**config.mk**
```make
export PLATFORM = sky130hd
export DESIGN_NAME = am_audio_conditioner_flat
export DESIGN_NICKNAME = d
export VERILOG_FILES = /design/src/rtl/am_audio_conditioner_if.sv /design/src/rtl/am_audio_conditioner.sv /design/src/flat_wrapper.sv
export SDC_FILE = /design/constraint.sdc
export NUM_CORES = 1
export LEC_CHECK = 0
export ABC_AREA = 1
export BUFFER_PORTS_ARGS = -buffer_cell sky130_fd_sc_hd__buf_2
export CAP_MARGIN = 20
export CORE_MARGIN = 3
export CORE_UTILIZATION = 45
export DETAILED_ROUTE_END_ITERATION = 10
export HOLD_SLACK_MARGIN = 0.1
export MAX_ROUTING_LAYER = met4
export PLACE_DENSITY_LB_ADDON = 0.05
export SLEW_MARGIN = 15
export SYNTH_ARGS = -nofsm -noshare
export SYNTH_HDL_FRONTEND = slang
export SYNTH_SLANG_ARGS = --single-unit
```
**constraint.sdc**
```tcl
create_clock -name clk -period 6.6 [get_ports clk]
set_clock_uncertainty 0.1 [all_clocks]
set_input_delay 1.98 -clock clk [delete_from_list [all_inputs] [get_ports clk]]
set_output_delay 1.98 -clock clk [all_outputs]
set_load 0.03 [all_outputs]
```
**src/rtl/am_audio_conditioner_if.sv**
```systemverilog
// Envelope-in / audio-out bundle for the AM audio conditioner.
// The slave modport is the conditioner itself; the master modport is whoever
// feeds envelope samples, sets the audio rate and consumes audio samples.
interface am_audio_conditioner_if #(
    parameter int ENV_WIDTH = 16
);
    logic [ENV_WIDTH-1:0]      env_in;
    logic                      env_valid;
    logic [31:0]               tick_div;
    logic signed [ENV_WIDTH:0] audio_out;
    logic                      audio_valid;
    logic                      audio_ready;
    logic                      muted;
    logic [15:0]               overrun_count;

    modport master (
        output env_in,
        output env_valid,
        output tick_div,
        output audio_ready,
        input  audio_out,
        input  audio_valid,
        input  muted,
        input  overrun_count
    );

    modport slave (
        input  env_in,
        input  env_valid,
        input  tick_div,
        input  audio_ready,
        output audio_out,
        output audio_valid,
        output muted,
        output overrun_count
    );
endinterface

```
**src/rtl/am_audio_conditioner.sv**
```systemverilog
// AM audio conditioner: removes the carrier DC from demodulated envelope
// samples with a leaky integrator, re-times the result onto a fixed audio
// tick as a zero-order hold, mutes after carrier loss and counts overruns.
module am_audio_conditioner #(
    parameter int ENV_WIDTH   = 16,
    parameter int SHIFT       = 10,
    parameter int STALE_TICKS = 64
) (
    input  logic                  clk,
    input  logic                  reset,
    am_audio_conditioner_if.slave bus
);

    localparam int ACC_W   = ENV_WIDTH + SHIFT;
    localparam int STALE_W = (STALE_TICKS > 1) ? $clog2(STALE_TICKS) : 1;
    localparam logic [STALE_W-1:0] STALE_LAST = STALE_W'(STALE_TICKS - 1);

    typedef enum logic {
        MUTED  = 1'b0,
        ACTIVE = 1'b1
    } state_t;

    state_t                    state;
    state_t                    state_next;
    logic [ACC_W-1:0]          dc_acc;
    logic [ACC_W-1:0]          dc_acc_next;
    logic signed [ENV_WIDTH:0] held;
    logic signed [ENV_WIDTH:0] held_next;
    logic [STALE_W-1:0]        stale_cnt;
    logic [STALE_W-1:0]        stale_next;
    logic [31:0]               tick_cnt;
    logic [31:0]               tick_last;
    logic                      tick;
    logic [ENV_WIDTH-1:0]      dc;
    logic signed [ENV_WIDTH:0] diff;

    logic signed [ENV_WIDTH:0] audio_reg;
    logic                      valid_reg;
    logic [15:0]               overrun_reg;

    // A divider of 0 or 1 both mean a tick every clock; using >= lets a live
    // decrease of the divider tick straight away instead of waiting for a wrap.
    assign tick_last = (bus.tick_div > 32'd1) ? (bus.tick_div - 32'd1) : 32'd0;
    assign tick      = (tick_cnt >= tick_last);

    // The tracked carrier level and the envelope's deviation from it always fit
    // ENV_WIDTH+1 signed bits because both operands are ENV_WIDTH unsigned.
    assign dc   = ENV_WIDTH'(dc_acc >> SHIFT);
    assign diff = $signed({1'b0, bus.env_in}) - $signed({1'b0, dc});

    // Free-running audio sample timebase.
    always_ff @(posedge clk) begin
        if (reset) begin
            tick_cnt <= '0;
        end else if (tick) begin
            tick_cnt <= '0;
        end else begin
            tick_cnt <= tick_cnt + 32'd1;
        end
    end

    // Mute/active state register together with the DC tracker, held sample and stale counter.
    always_ff @(posedge clk) begin
        if (reset) begin
            state     <= MUTED;
            dc_acc    <= '0;
            held      <= '0;
            stale_cnt <= '0;
        end else begin
            state     <= state_next;
            dc_acc    <= dc_acc_next;
            held      <= held_next;
            stale_cnt <= stale_next;
        end
    end

    // Next-state logic: preload the tracker on carrier acquisition so the first
    // sample produces no thump, integrate while active, and mute after a run
    // of audio ticks with no envelope sample.
    always_comb begin
        state_next  = state;
        dc_acc_next = dc_acc;
        held_next   = held;
        stale_next  = stale_cnt;
        case (state)
            MUTED: begin
                held_next = '0;
                if (bus.env_valid) begin
                    dc_acc_next = ACC_W'(bus.env_in) << SHIFT;
                    stale_next  = '0;
                    state_next  = ACTIVE;
                end
            end
            ACTIVE: begin
                if (bus.env_valid) begin
                    held_next   = diff;
                    dc_acc_next = dc_acc + ACC_W'(bus.env_in) - ACC_W'(dc);
                    stale_next  = '0;
                end else if (tick) begin
                    if (stale_cnt == STALE_LAST) begin
                        held_next  = '0;
                        stale_next = '0;
                        state_next = MUTED;
                    end else begin
                        stale_next = stale_cnt + 1'b1;
                    end
                end
            end
            default: begin
                state_next = MUTED;
            end
        endcase
    end

    // Zero-order-hold output: each tick publishes the held sample, replacing
    // any unaccepted one and counting that loss; acceptance clears valid.
    always_ff @(posedge clk) begin
        if (reset) begin
            audio_reg   <= '0;
            valid_reg   <= 1'b0;
            overrun_reg <= '0;
        end else if (tick) begin
            audio_reg <= held;
            valid_reg <= 1'b1;
            if (valid_reg && !bus.audio_ready && (overrun_reg != 16'hFFFF)) begin
                overrun_reg <= overrun_reg + 16'd1;
            end
        end else if (valid_reg && bus.audio_ready) begin
            valid_reg <= 1'b0;
        end
    end

    assign bus.audio_out     = audio_reg;
    assign bus.audio_valid   = valid_reg;
    assign bus.overrun_count = overrun_reg;
    assign bus.muted         = (state == MUTED);

endmodule
```
**src/flat_wrapper.sv**
```systemverilog
// flat-port wrapper written by rule: the top's interface ports become plain ports
module am_audio_conditioner_flat 
#(
    parameter int ENV_WIDTH   = 16,
    parameter int SHIFT       = 10,
    parameter int STALE_TICKS = 64
)
  (clk, reset, bus_env_in, bus_env_valid, bus_tick_div, bus_audio_ready, bus_audio_out, bus_audio_valid, bus_muted, bus_overrun_count);
  am_audio_conditioner_if #(.ENV_WIDTH(ENV_WIDTH)) bus_i ();
  input  logic clk;
  input  logic reset;
  input wire logic [$bits(bus_i.env_in)-1:0] bus_env_in;
  input wire logic [$bits(bus_i.env_valid)-1:0] bus_env_valid;
  input wire logic [$bits(bus_i.tick_div)-1:0] bus_tick_div;
  input wire logic [$bits(bus_i.audio_ready)-1:0] bus_audio_ready;
  output wire logic [$bits(bus_i.audio_out)-1:0] bus_audio_out;
  output wire logic [$bits(bus_i.audio_valid)-1:0] bus_audio_valid;
  output wire logic [$bits(bus_i.muted)-1:0] bus_muted;
  output wire logic [$bits(bus_i.overrun_count)-1:0] bus_overrun_count;
  assign bus_i.env_in = bus_env_in;
  assign bus_i.env_valid = bus_env_valid;
  assign bus_i.tick_div = bus_tick_div;
  assign bus_i.audio_ready = bus_audio_ready;
  assign bus_audio_out = bus_i.audio_out;
  assign bus_audio_valid = bus_i.audio_valid;
  assign bus_muted = bus_i.muted;
  assign bus_overrun_count = bus_i.overrun_count;
  am_audio_conditioner #(.ENV_WIDTH(ENV_WIDTH), .SHIFT(SHIFT), .STALE_TICKS(STALE_TICKS)) u_core (.clk(clk), .reset(reset), .bus(bus_i));
endmodule
```
**Yosys cells after proc, flatten, opt, wreduce, memory -nomap -nowiden**

Cells that the tools add are included.

- Input bits: 52
- Flip-flop bits (word level): 116

- Muxes and demuxes: 20
- Add/sub/neg operators: 7
- Reductions and logical operators: 10
- Equality and inequality tests: 6
- $lt $le $gt $ge: 2
- Bitwise gates (word level): 1

Operators with widths:

| operator | number |
|---|---|
| two-way mux 26 bit | 2 |
| case mux 26 bit (2 select lines) | 1 |
| two-way mux 17 bit | 3 |
| case mux 17 bit (2 select lines) | 1 |
| adder 32 x 1 -> 32 bit, second input constant | 1 |
| >= comparator 32 bit | 1 |
| > comparator 32 x 1 -> 1 bit, second input constant | 1 |
| two-way mux 32 bit | 1 |
| subtractor 32 x 1 -> 32 bit, second input constant | 1 |
| adder 26 x 16 -> 26 bit | 1 |
| subtractor 26 x 16 -> 26 bit | 1 |
| two-way mux 6 bit | 4 |
| subtractor 16 x 16 -> 17 bit | 1 |
| adder 16 x 1 -> 16 bit, second input constant | 1 |
| inequality test 16 bit, second input constant | 1 |
| case mux 6 bit (2 select lines) | 1 |
| AND reduction 2 bit | 4 |
| adder 6 x 1 -> 6 bit, second input constant | 1 |
| == test 6 bit, second input constant | 1 |
| two-way mux 1 bit | 6 |
| inequality test 3 bit, second input constant | 2 |
| inequality test 2 bit, second input constant | 2 |
| logical AND 1 bit | 3 |
| case mux 1 bit (2 select lines) | 1 |
| other kinds (4) | 4 |

**Longest topological paths before layout**

Gate-level depths: netlist (run 1).

- Word-level depth: 6
- Depth in mapped cells: 27
- Depth with buffers taken out: 24

**Worst setup path before layout (run 1)**

OpenSTA, ideal clock, no wires.

- Path type: input-to-reg
- Start point: input bus_tick_div[0]
- End point: register u_core.held[7]
- Cell stages on the path: 25
- Buffers on the path: 4
- Path slack: 1648 ps
- Arrival: 4720 ps
- Library setup time: 132 ps
- Required time: 6368 ps
- Cell sequence: inv_1 > ha_1 > and2_1 > buf_2 > nand2_1 > inv_2 > nand2_1 > a21oi_2 > inv_2 > clkbuf_1 > nand2_1 > ha_1 > nand2_1 > nor2_1 > nand2_1 > nor2_1 > nor2_1 > nand2_1 > nand2_1 > nand2_1 > buf_4 > nand2_2 > buf_2 > nand3_1 > a21oi_1

- Longest elaborated chain between the ends: 5
- Elaborated cells on any way between the ends: 6
- Those cells by class: add/sub: 1; order compare: 2; eq/ne: 1; mux: 1; reduce/logical: 1

Ends and longest elaborated chain:

| what | line | RTL |
|---|---|---|
| start, declared | flat_wrapper.sv:14 | `input wire logic [$bits(bus_i.tick_div)-1:0] bus_tick_div;` |
| subtractor 32 x 1 -> 32 bit / > comparator 32 x 1 -> 1 bit (equally long branches) | am_audio_conditioner.sv:43 | `assign tick_last = (bus.tick_div > 32'd1) ? (bus.tick_div - 32'd1) : 32'd0;` |
| two-way mux 32 bit (*) | am_audio_conditioner.sv:43 |  |
| >= comparator 32 bit (*) | am_audio_conditioner.sv:44 | `assign tick = (tick_cnt >= tick_last);` |
| inequality test 3 bit (no source line) (*) | n/a |  |
| AND reduction 2 bit (no source line) (*) | n/a |  |
| end signal, assigned | am_audio_conditioner.sv:72 | `held <= held_next;` |
| end, declared | am_audio_conditioner.sv:27 | `logic signed [ENV_WIDTH:0] held;` |

Mark *: on every way between the ends. The rest lies on a longest branch, timed or not.
A chain may end at the register's enable or synchronous reset.

**Final worst setup path (run 1)**

- Start point: input bus_tick_div[3]
- End point: register u_core.overrun_reg[0] (netlist: u_core.bus.overrun_count[0])

- Longest elaborated chain between the ends: 4
- Elaborated cells on any way between the ends: 5
- Those cells by class: add/sub: 1; order compare: 2; mux: 1; reduce/logical: 1

Ends and longest elaborated chain:

| what | line | RTL |
|---|---|---|
| subtractor 32 x 1 -> 32 bit / > comparator 32 x 1 -> 1 bit (equally long branches) | am_audio_conditioner.sv:43 |  |
| two-way mux 32 bit (*) | am_audio_conditioner.sv:43 |  |
| >= comparator 32 bit (*) | am_audio_conditioner.sv:44 |  |
| AND reduction 2 bit (no source line) (*) | n/a |  |
| end signal, assigned | am_audio_conditioner.sv:126 | `overrun_reg <= overrun_reg + 16'd1;` |
| end, declared | am_audio_conditioner.sv:39 | `logic [15:0] overrun_reg;` |

Marked as above.

==> impl_metrics.yaml, run 1 <==
worst_setup_path:
  crit_top_cell: "nor2_1"
  arrival_ns: 5.55
  crit_path_start_kind: "input pin"
  crit_path_max_incr_delay_ns: 0.42
  r2r_cells: 15
  rrSetupSlack_ns: 3.72
  crit_chain: "buf_2, nor2_1, and2_1, nand2_1, nor2_1, nand4_1, xor2_1, or2_1, ha_1, nand2_1, inv_1, nand4_1, a21oi_1, nor2_1, nand2_1, buf_4, nand2_8, o21ai_1, nor2_1"
  r2r-start: "u_core.dc_acc[1]"
  cp_slowest_cell: "buf_4"
  required_ns: 6.81
  cp-end-kind: "flip-flop"
  worst-path-buf-inv: 3
  critPathMaxFanout: 34
  path_class: "in -> reg"
  cp_top_family: "simple AND/OR/NAND/NOR gates"
  r2r-end: "u_core.dc_acc[22]"
floorplanning:
  core_mm2: 0.0206
  rows: 52
  start_util_pct: 46.6
  ios: 87
  die_h_um: 152
  dieArea_mm2: 0.0232
  die_w_um: 152
detailed_routing:
  post_drt_wl_per_cell_um: 14.0
  drc: 0
  antenna_left: 0
  dr.pass1.iters: 5
  viasPerCell: 5.13
  drt-initial-drc-count: 519
  vias: 9516
  drt_wl_total_um: 26100
clock_network:
  post_cts_resize_count: 0
  cts_made_buffers: 17
  clock-sinks: 116
  cts_setup_buffers: 0
  clk_latency_ns: 0.42
  cts_tree: "yes"
  cts.clk_slew.worst_paths_ns: 0.06
  htreeDepth: 4
  clockBufferDepth: 2
  cts_hold_buf: 0
  cts-root-buf: "clkbuf_16"
worst_hold_path:
  min_path_type: "reg -> reg"
  holdPathStages: 1
  min_to: "u_core.tick_cnt[0]"
  min_from: "u_core.tick_cnt[0]"
yosys:
  synthesis.instances: 1498
  synth_cell_types: 47
  avgSynthCellArea_um2: 6.42
  synth.ff_latch_count: 116
  yosysWarnings: 0
  syn-cell-area_mm2: 0.00962
  synthesis.nets: 1646
  yosysSeqAreaShare_pct: 24.1
placement:
  port-buffer-count: 86
  place_inst: 1824
  placed_cell_area_mm2: 0.0103
  dpl.hpwl_um: 20500
  gp_congestion: 0.914
sta:
  holdWs_ns: 0.359
  period_needed_ns: 5.34
  finalCritPeriodShare_pct: 81.0
  slew_viol_final: 0
  finalSetupViolCount: 0
  relSlewSlack_pct: 34.9
  fin_tns_setup_ns: 0
  hold_violations: 0
  fmax_mhz: 187
  rsz0062_at_grt: "false"
  tightestPinTransition_ns: 0.976
global_route:
  grt_antenna_before_repair: 0
  grt_max_degree: 61
  grtUsageTotal_pct: 23.0
  grt_pass1_vias: 9042
  gr-total-overflow: 0
  grt_pass1_wl_um: 43500
final_layout:
  stdcell_area_mm2: 0.0109
  mostFrequentLayoutCells: "286 x nand2_1, 222 x inv_1, 204 x nor2_1"
  antennaDiodeCount: 0
  drive_gt1_share_pct: 10.5
  postLayoutCoreUtil_pct: 52.7
  syn_to_final_growth_pct: 13.0
  final_nets: 1721
  stdcell_count: 1856
  final_common_cell: "nand2_1"
power_and_ir_drop:
  irDropWorstVdd_mv: 0.171
  power_density_mw_per_mm2: 232
  p_leak_nw: 5.14
status:
  status: "finished, final reports clean"
job:
  cap_violations: 0
-- through the flow --
step / power (mW) / setup WS, ns
5_1_grt: 2.69 / 0.882
4_1_cts: 2.54 / 1.27
3_3_place_gp: 1.54 / 0.877
3_5_place_dp: 1.54 / 0.833
6_report: 2.52 / 1.26
2_1_floorplan: 1.34 / 1.65
-- flip-flops by register name, summed over array words and instances (netlist names) --
register	cells
u_core.bus.audio_valid	1
u_core.stale_cnt	6
u_core.dc_acc	26
u_core.bus.overrun_count	16
u_core.state	1
u_core.held	17
u_core.tick_cnt	32
u_core.bus.audio_out	17
-- final cells by class --
type	count	area, µm²
Inverter	238	896
Clock inverter	13	183
Multi-Input combinational cell	1110	6240
Timing Repair Buffer	90	460
Sequential cell	116	2320
Tap cell	270	338
Fill cell	2139	9750
Clock buffer	19	433
-- Yosys cell counts (all sizes together) --
| master | number | share of area, % |
|---|---|---|
| a21boi | 2 | 0.16 |
| a21oi | 141 | 7.8 |
| o21ai | 67 | 3.5 |
| fa | 17 | 3.5 |
| o21a | 5 | 0.39 |
| nor4b | 1 | 0.091 |
| nand2 | 290 | 12 |
| o211ai | 2 | 0.16 |
| xor2 | 31 | 2.8 |
| nor3b | 8 | 0.74 |
| a21o | 5 | 0.39 |
| buf | 15 | 0.94 |
| ha | 79 | 10 |
| a211oi | 1 | 0.078 |
| nor4 | 2 | 0.13 |
| inv | 236 | 9.2 |
| o21bai | 7 | 0.55 |
| a31oi | 1 | 0.065 |
| nor3 | 35 | 1.9 |
| o31ai | 2 | 0.16 |
| nand3b | 8 | 0.62 |
| or2 | 17 | 1.1 |
| clkinv | 2 | 0.078 |
| nand4 | 32 | 2.1 |
| clkbuf | 19 | 0.74 |
| dfxtp | 116 | 24 |
| and2 | 3 | 0.20 |
| nor2 | 208 | 8.3 |
| o22ai | 16 | 1.0 |
| nand3 | 116 | 6.0 |
| xnor2 | 14 | 1.3 |
-- worst max path at each step --
| stage | start | to | cells past startpoint |
|---|---|---|---|
| CTS | bus_tick_div[3] | u_core.bus.overrun_count[0] | 19 |
| detailed placement | bus_tick_div[3] | u_core.bus.overrun_count[0] | 19 |
| global route | bus_tick_div[1] | u_core.tick_cnt[28] | 25 |
| floorplan | bus_tick_div[0] | u_core.held[7] | 25 |
| global placement | bus_tick_div[3] | u_core.bus.overrun_count[1] | 21 |
| finish | bus_tick_div[3] | u_core.bus.overrun_count[0] | 19 |
-- kinds of logic after synthesis --
logic type | count (synthesis) | share of synthesized area [%]
flip-flops | 116 | 24.1
AO/OA/AOI/OAI | 249 | 14.2
XOR/XNOR | 45 | 4.10
adder cells (fa/ha/maj) | 96 | 13.8
AND/OR/NAND/NOR | 720 | 32.7
buffers and inverters | 272 | 11.0
-- report_power, final --
part | switching [mW] | leakage (nW) | total [mW] | internal (mW)
Clock | 0.351 | 0.289 | 0.981 | 0.631
Combinational | 0.526 | 3.91 | 0.794 | 0.268
Sequential | 0.0210 | 0.940 | 0.746 | 0.725
Total | 0.898 | 5.14 | 2.52 | 1.62
-- metal layers --
layer	track usage (%)	wire, µm
met4	6.25	486
met3	3.41	964
met5	-	0
met2	38.9	12400
met1	28.8	12200
Power figures use the tool's default switching activity.
==> inputs of run 2 (changes only) <==
--- a/config.mk
+++ b/config.mk
@@ -5,7 +5,7 @@
 export SDC_FILE = /design/constraint.sdc
 export NUM_CORES = 1
 export LEC_CHECK = 0
-export ABC_AREA = 1
+export ABC_AREA = 0
 export BUFFER_PORTS_ARGS = -buffer_cell sky130_fd_sc_hd__buf_2
 export CAP_MARGIN = 20
 export CORE_MARGIN = 3
==> constraint.sdc (replaced) <==
create_clock -name clk -period 4.7 [get_ports clk]
set_clock_uncertainty 0.1 [all_clocks]
set_input_delay 1.41 -clock clk [delete_from_list [all_inputs] [get_ports clk]]
set_output_delay 1.41 -clock clk [all_outputs]
set_load 0.03 [all_outputs]
==> run 2 against run 1 <==
Net effect: sequential power rose by 41%; largest power group unchanged; the run now ends with negative setup slack left; via count shrank 16%; routed wire length decreased by 8.1%; clock-buffer cell count rose by 2; flip-flop and latch count unchanged; critical path depth unchanged; setup slack got worse by 1.9 ns; highest routed layer unchanged; final area increased by 4.3%; power grew 37%; synthesized area is 11% lower; die area down 11%.
==> impl_metrics.yaml, run 2 <==
sta:
  holdWs_ns: 0.354
  slew_viol_final: 0
  finalCritPeriodShare_pct: 114
  relSlewSlack_pct: 51.2
  tightestPinTransition_ns: 0.727
  hold_violations: 0
  rsz0062_at_grt: "true"
  period_needed_ns: 5.36
  finalSetupViolCount: 90
  fmax_mhz: 187
  finalWorstSetupSlack_ns: -0.661
yosys:
  async_flop_share_pct: 0
  synth_edf_count: 0
  synth.ff_latch_count: 116
  synth_top_area_share_pct: 27.1
  synthTopCellsByArea: "dfxtp_1 27%, ha_1 12%, nor2_1 5.0%, xor2_1 4.7%, inv_1 4.3%"
  yosysTopAreaCell: "dfxtp_1"
  avgSynthCellArea_um2: 8.18
  synth_cell_types: 70
  yosysMostFrequentCell: "dfxtp_1"
  synthTopCellsByCount: "116 x dfxtp_1, 113 x nor2_1, 97 x inv_1"
  synthesis.instances: 1046
  yosysSeqAreaShare_pct: 27.1
  synthesis.nets: 1194
  ys.flop_type: "dfxtp_1"
  syn-cell-area_mm2: 0.00856
  yosysWarnings: 0
worst_setup_path:
  crit_chain: "buf_6, or4_4, nor4_4, nand2b_1, nor4_4, buf_4, nand4_1, nor3b_4, a21oi_2, ha_1, nand4_1, or3_4, nor3_4, o2111ai_2, a41oi_4, buf_4, nor2_4, nor4bb_2, mux2_2"
  cp_top_family: "simple AND/OR/NAND/NOR gates"
  cp-startpoint: "bus_tick_div[13]"
  r2r_cells: 14
  worst-path-buf-inv: 3
  cp-end-kind: "flip-flop"
  cp_slowest_cell: "or4_4"
  crit_path_start_kind: "input pin"
  required_ns: 4.90
  critPathMaxFanout: 7
  path_depth: 19
  arrival_ns: 5.56
  r2r-start: "u_core.dc_acc[1]"
  path_class: "in -> reg"
  crit_path_max_incr_delay_ns: 0.54
placement:
  place_inst: 1420
  dpl.hpwl_um: 16700
  placed_cell_area_mm2: 0.00989
  port-buffer-count: 86
  pre_cts_ws_ns: -1.05
  gp_congestion: 0.951
clock_network:
  htreeDepth: 4
  cts-root-buf: "clkbuf_16"
  cts_made_buffers: 17
  clock-sinks: 116
  cts.clk_slew.worst_paths_ns: 0.06
  clk_latency_ns: 0.42
  clockBufferDepth: 2
  cts_tree: "yes"
floorplanning:
  die_h_um: 144
  core_mm2: 0.0183
  start_util_pct: 46.7
  die_w_um: 144
  dieArea_mm2: 0.0207
  rows: 49
  ios: 87
final_layout:
  syn_to_final_growth_pct: 32.4
  stdcell_area_mm2: 0.0113
  reg_top3: "u_core.tick_cnt (32), u_core.dc_acc (26)"
  final_nets: 1397
  drive_gt1_share_pct: 27.1
  final_common_cell: "dfxtp_1"
  regMostFlops: "u_core.tick_cnt"
  stdcell_count: 1488
  mostFrequentLayoutCells: "116 x dfxtp_1, 105 x buf_4, 97 x inv_1"
  antennaDiodeCount: 0
  largest_register_ffs: 32
global_route:
  grt_use_met2_pct: 38.2
  grt.met1_usage_pct: 30.9
  grtUsageTotal_pct: 23.6
  grt_max_degree: 47
  grt_antenna_before_repair: 0
  top_usage_layer: "met2"
  gr-total-overflow: 0
  use_met3_pct: 3.23
  grt_pass1_vias: 7590
  grt_pass1_wl_um: 38000
status:
  status: "finished, violations left"
  violations: "negative setup slack"
job:
  cap_violations: 0
detailed_routing:
  post_drt_wl_per_cell_um: 16.1
  antenna_left: 0
  viasPerCell: 5.39
  drc: 0
  drt_wl_total_um: 24000
  drt-initial-drc-count: 345
  vias: 8022
  dr.pass1.iters: 5
power_and_ir_drop:
  p_leak_nw: 5.19
  irDropWorstVdd_mv: 0.297
  power_mw: 3.45
  power_density_mw_per_mm2: 304
worst_hold_path:
  min_from: "u_core.dc_acc[4]"
  min_path_type: "reg -> reg"
  holdPathStages: 2
run 2: path summary, 6_finish.rpt:
kind / slack (ns) / endpoint
setup reg to reg: 1.29 / u_core.dc_acc[24]
hold reg to reg: 0.35 / u_core.dc_acc[4]
hold / removal: 0.35 / u_core.dc_acc[4]
setup / recovery: -0.66 / u_core.bus.overrun_count[6]
run 2: cell families (layout without fill, tap and decap cells):
| family | after synthesis | after routing | share of synthesized area (%) |
|---|---|---|---|
| and+or+nand+nor | 365 | 366 | 21.1 |
| muxes | 29 | 29 | 3.51 |
| buffers and inverters | 132 | 342 | 6.05 |
| AOI/OAI and AO/OA | 222 | 224 | 17.9 |
| xor gates and xnor gates | 86 | 86 | 8.80 |
| DFF | 116 | 116 | 27.1 |
| adders and majority gates | 96 | 96 | 15.5 |
run 2: cell type report:
cell class | instances | area (µm²)
fillers | 1621 | 7000
multi-input cells | 801 | 6170
flip-flops and latches | 116 | 2320
repair buffers | 215 | 1620
clock buffers | 21 | 460
inverters | 98 | 368
well taps | 229 | 287
clock inverters | 8 | 105
run 2: power breakdown:
group | switching [mW] | internal [mW] | leakage (nW)
clock | 0.478 | 0.799 | 0.267
combinational | 0.606 | 0.517 | 3.98
sequential | 0.0300 | 1.02 | 0.941
run 2: per-stage QoR:
stage	setup TNS (ns)	utilization (%)
6_report	-49.38	61.8
5_1_grt	-63.12	61.8
4_1_cts	-41.74	59.2
3_5_place_dp	-80.44	54.0
3_3_place_gp	-77.24	54.0
2_1_floorplan	-48.07	-
run 2: repair_timing:
item                                   in CTS  in global routing
cloned                                      5                  4
setup buffers                              16                 16
gates resized for setup                    27                 80
endpoints found under the hold margin       0                  0
setup endpoints to repair                  90                 90
hold buffers                                0                  0
pin swaps                                  13                 22
run 2: routing by layer:
metal | share of wire [%] | routed length [µm] | vias to the layer above
li1 | - | - | 4080
met1 | 47 | 11200 | 3751
met2 | 48 | 11400 | 155
met3 | 3.6 | 859 | 36
met4 | 2.1 | 496 | 0
met5 | 0 | 0 | -
run 2: worst register-to-register path, stage by stage, from the launching register on:
cell and delay [ns]:
dfxtp_1 0.32, inv_1 0.06, fa_1 0.50, inv_1 0.07, fa_1 0.45, a211oi_1 0.31
o21ai_0 0.22, nand4_1 0.14, nand3_1 0.12, o41ai_2 0.21, buf_4 0.19, o31a_1 0.20
o22ai_1 0.12, mux2_2 0.28, nand3_1 0.08
==> inputs of run 3 (changes only) <==
--- a/config.mk
+++ b/config.mk
@@ -5,7 +5,7 @@
 export SDC_FILE = /design/constraint.sdc
 export NUM_CORES = 1
 export LEC_CHECK = 0
-export ABC_AREA = 0
+export ABC_AREA = 1
 export BUFFER_PORTS_ARGS = -buffer_cell sky130_fd_sc_hd__buf_2
 export CAP_MARGIN = 20
 export CORE_MARGIN = 3
==> run 3 against run 2 <==
Net effect: the flow now finishes without violations; sequential power about the same; clock power is 9% higher; first-iteration DRC count up 62%; final area fell by 2.9%; combinational power about the same; power is 3.4% higher; setup slack improved by 1.1 ns; routed wire length up 9.1%; core utilization decreased by 8.5 points; hold slack improved by 0.0089 ns; critical endpoint is now u_core.tick_cnt[17].
==> impl_metrics.yaml, run 3 (synthesis gave the netlist of run 1 again) <==
clock_network:
  cts-root-buf: "clkbuf_16"
  clockBufferDepth: 2
  cts_made_buffers: 17
  clock-sinks: 116
  cts_tree: "yes"
  cts.clk_slew.worst_paths_ns: 0.06
  clk_latency_ns: 0.43
  htreeDepth: 4
  cts_hold_buf: 0
floorplanning:
  core_mm2: 0.0206
  die_w_um: 152
  ios: 87
  die_h_um: 152
  rows: 52
  start_util_pct: 46.6
  dieArea_mm2: 0.0232
power_and_ir_drop:
  power_mw: 3.57
  p_leak_nw: 5.24
  irDropWorstVdd_mv: 0.312
  power_density_mw_per_mm2: 324
final_layout:
  mostFrequentLayoutCells: "285 x nand2_1, 222 x inv_1, 204 x nor2_1"
  fillers: 2118
  reg_top3: "u_core.tick_cnt (32), u_core.dc_acc (26)"
  drive_gt1_share_pct: 11.3
  largest_register_ffs: 32
  antennaDiodeCount: 0
  stdcell_count: 1867
  final_nets: 1732
  regMostFlops: "u_core.tick_cnt"
  final_common_cell: "nand2_1"
  syn_to_final_growth_pct: 14.4
sta:
  period_needed_ns: 4.30
  fmax_mhz: 233
  slew_viol_final: 0
  hold_violations: 0
  rsz0062_at_grt: "false"
  relSlewSlack_pct: 49.7
  fin_tns_setup_ns: 0
  finalWorstSetupSlack_ns: 0.403
  tightestPinTransition_ns: 0.755
  finalSetupViolCount: 0
  finalCritPeriodShare_pct: 91.4
  holdWs_ns: 0.363
worst_setup_path:
  arrival_ns: 4.50
  crit_top_cell: "nand2_1"
  crit_chain: "buf_2, nor3_2, nand2_1, nor2_2, nand4_1, nor2_2, nand2_1, nor2_1, or2_2, nand3_1, ha_1, nand2_1, nor2_1, nand4_1, a21oi_1, nor2_1, nand2_1, buf_12, inv_4, nand2_1, buf_12, nor3b_1"
  worst-path-buf-inv: 4
  crit_path_start_kind: "input pin"
  required_ns: 4.90
  cp_slowest_cell: "ha_1"
  critPathMaxFanout: 32
  cp_top_family: "simple AND/OR/NAND/NOR gates"
  cp-end-kind: "flip-flop"
  path_class: "in -> reg"
  crit_path_max_incr_delay_ns: 0.33
global_route:
  grt_pass1_vias: 9237
  grt_max_degree: 60
  gr-total-overflow: 0
  grt_antenna_before_repair: 0
  grtUsageTotal_pct: 23.1
  grt_pass1_wl_um: 43800
status:
  status: "finished, final reports clean"
detailed_routing:
  post_drt_wl_per_cell_um: 14.0
  drt_wl_total_um: 26100
  drt-initial-drc-count: 559
  viasPerCell: 5.17
  vias: 9657
  dr.pass1.iters: 7
  antenna_left: 0
  drc: 0
placement:
  port-buffer-count: 86
  gp_congestion: 0.902
  place_inst: 1835
  pre_cts_ws_ns: -0.112
  dpl.hpwl_um: 20800
worst_hold_path:
  min_path_type: "reg -> reg"
job:
  cap_violations: 0
[run 3: cell count changes in the layout (fill, tap and decap cells not counted), moves of 26 or more]
cell	before	now
nand3_1	35	116
nand2_1	78	285
a21oi_1	53	130
xnor2_1	40	14
inv_1	97	222
buf_4	105	13
o21ai_0	31	61
nor2_1	84	204
[run 3: power by group]
part           total, mW  switching [mW]  internal (mW)
Clock               1.40           0.514          0.886
Sequential          1.05          0.0307           1.02
Combinational       1.12           0.738          0.381
Total               3.57            1.28           2.29
[run 3: per-stage QoR]
stage	util, %	cell area [µm²]
after global routing	53.3	11000
final	53.3	11000
after detailed placement	50.2	10400
after CTS	53.3	11000
after global placement	50.2	10400
after floorplan	-	9620
[run 3: repair_timing]
action | 4_1_cts | 5_1_grt
resized for setup | 0 | 2
endpoints found under the setup margin | 0 | 21
setup buffers | 0 | 0
[run 3: worst paths after layout]
kind,startpoint,endpoint,slack (ns),cells after the start
min,u_core.tick_cnt[0],u_core.tick_cnt[0],0.36,1
max,bus_tick_div[0],u_core.tick_cnt[17],0.40,22
min reg2reg,u_core.tick_cnt[0],u_core.tick_cnt[0],0.36,1
max reg2reg,u_core.dc_acc[1],u_core.dc_acc[22],1.86,14
[run 3: metal layers]
metal	GRT usage (%)	up-vias	share of wire, %
met5	-	-	0
met4	7.53	0	2.2
met3	3.58	52	4.4
met2	38.9	245	48
met1	28.6	4310	46
li1	-	5050	-
[run 3: final cells by class]
class,count,area (µm²),share of cell area (%)
Multi-Input combinational cell,1110,6250,56.8
Sequential cell,116,2320,21.1
Inverter,238,896,8.14
Timing Repair Buffer,101,568,5.16
Clock buffer,20,467,4.24
Tap cell,270,338,3.07
Clock inverter,12,166,1.51
[run 3: worst reg2reg max path: cells and delay by family (launching register included)]
kind / cells / cell delay, ns
adders and majority gates: 2 / 0.94
AOI/OAI and AO/OA: 1 / 0.07
DFF: 1 / 0.34
buffers and inverters: 3 / 0.19
and+or+nand+nor: 8 / 1.06
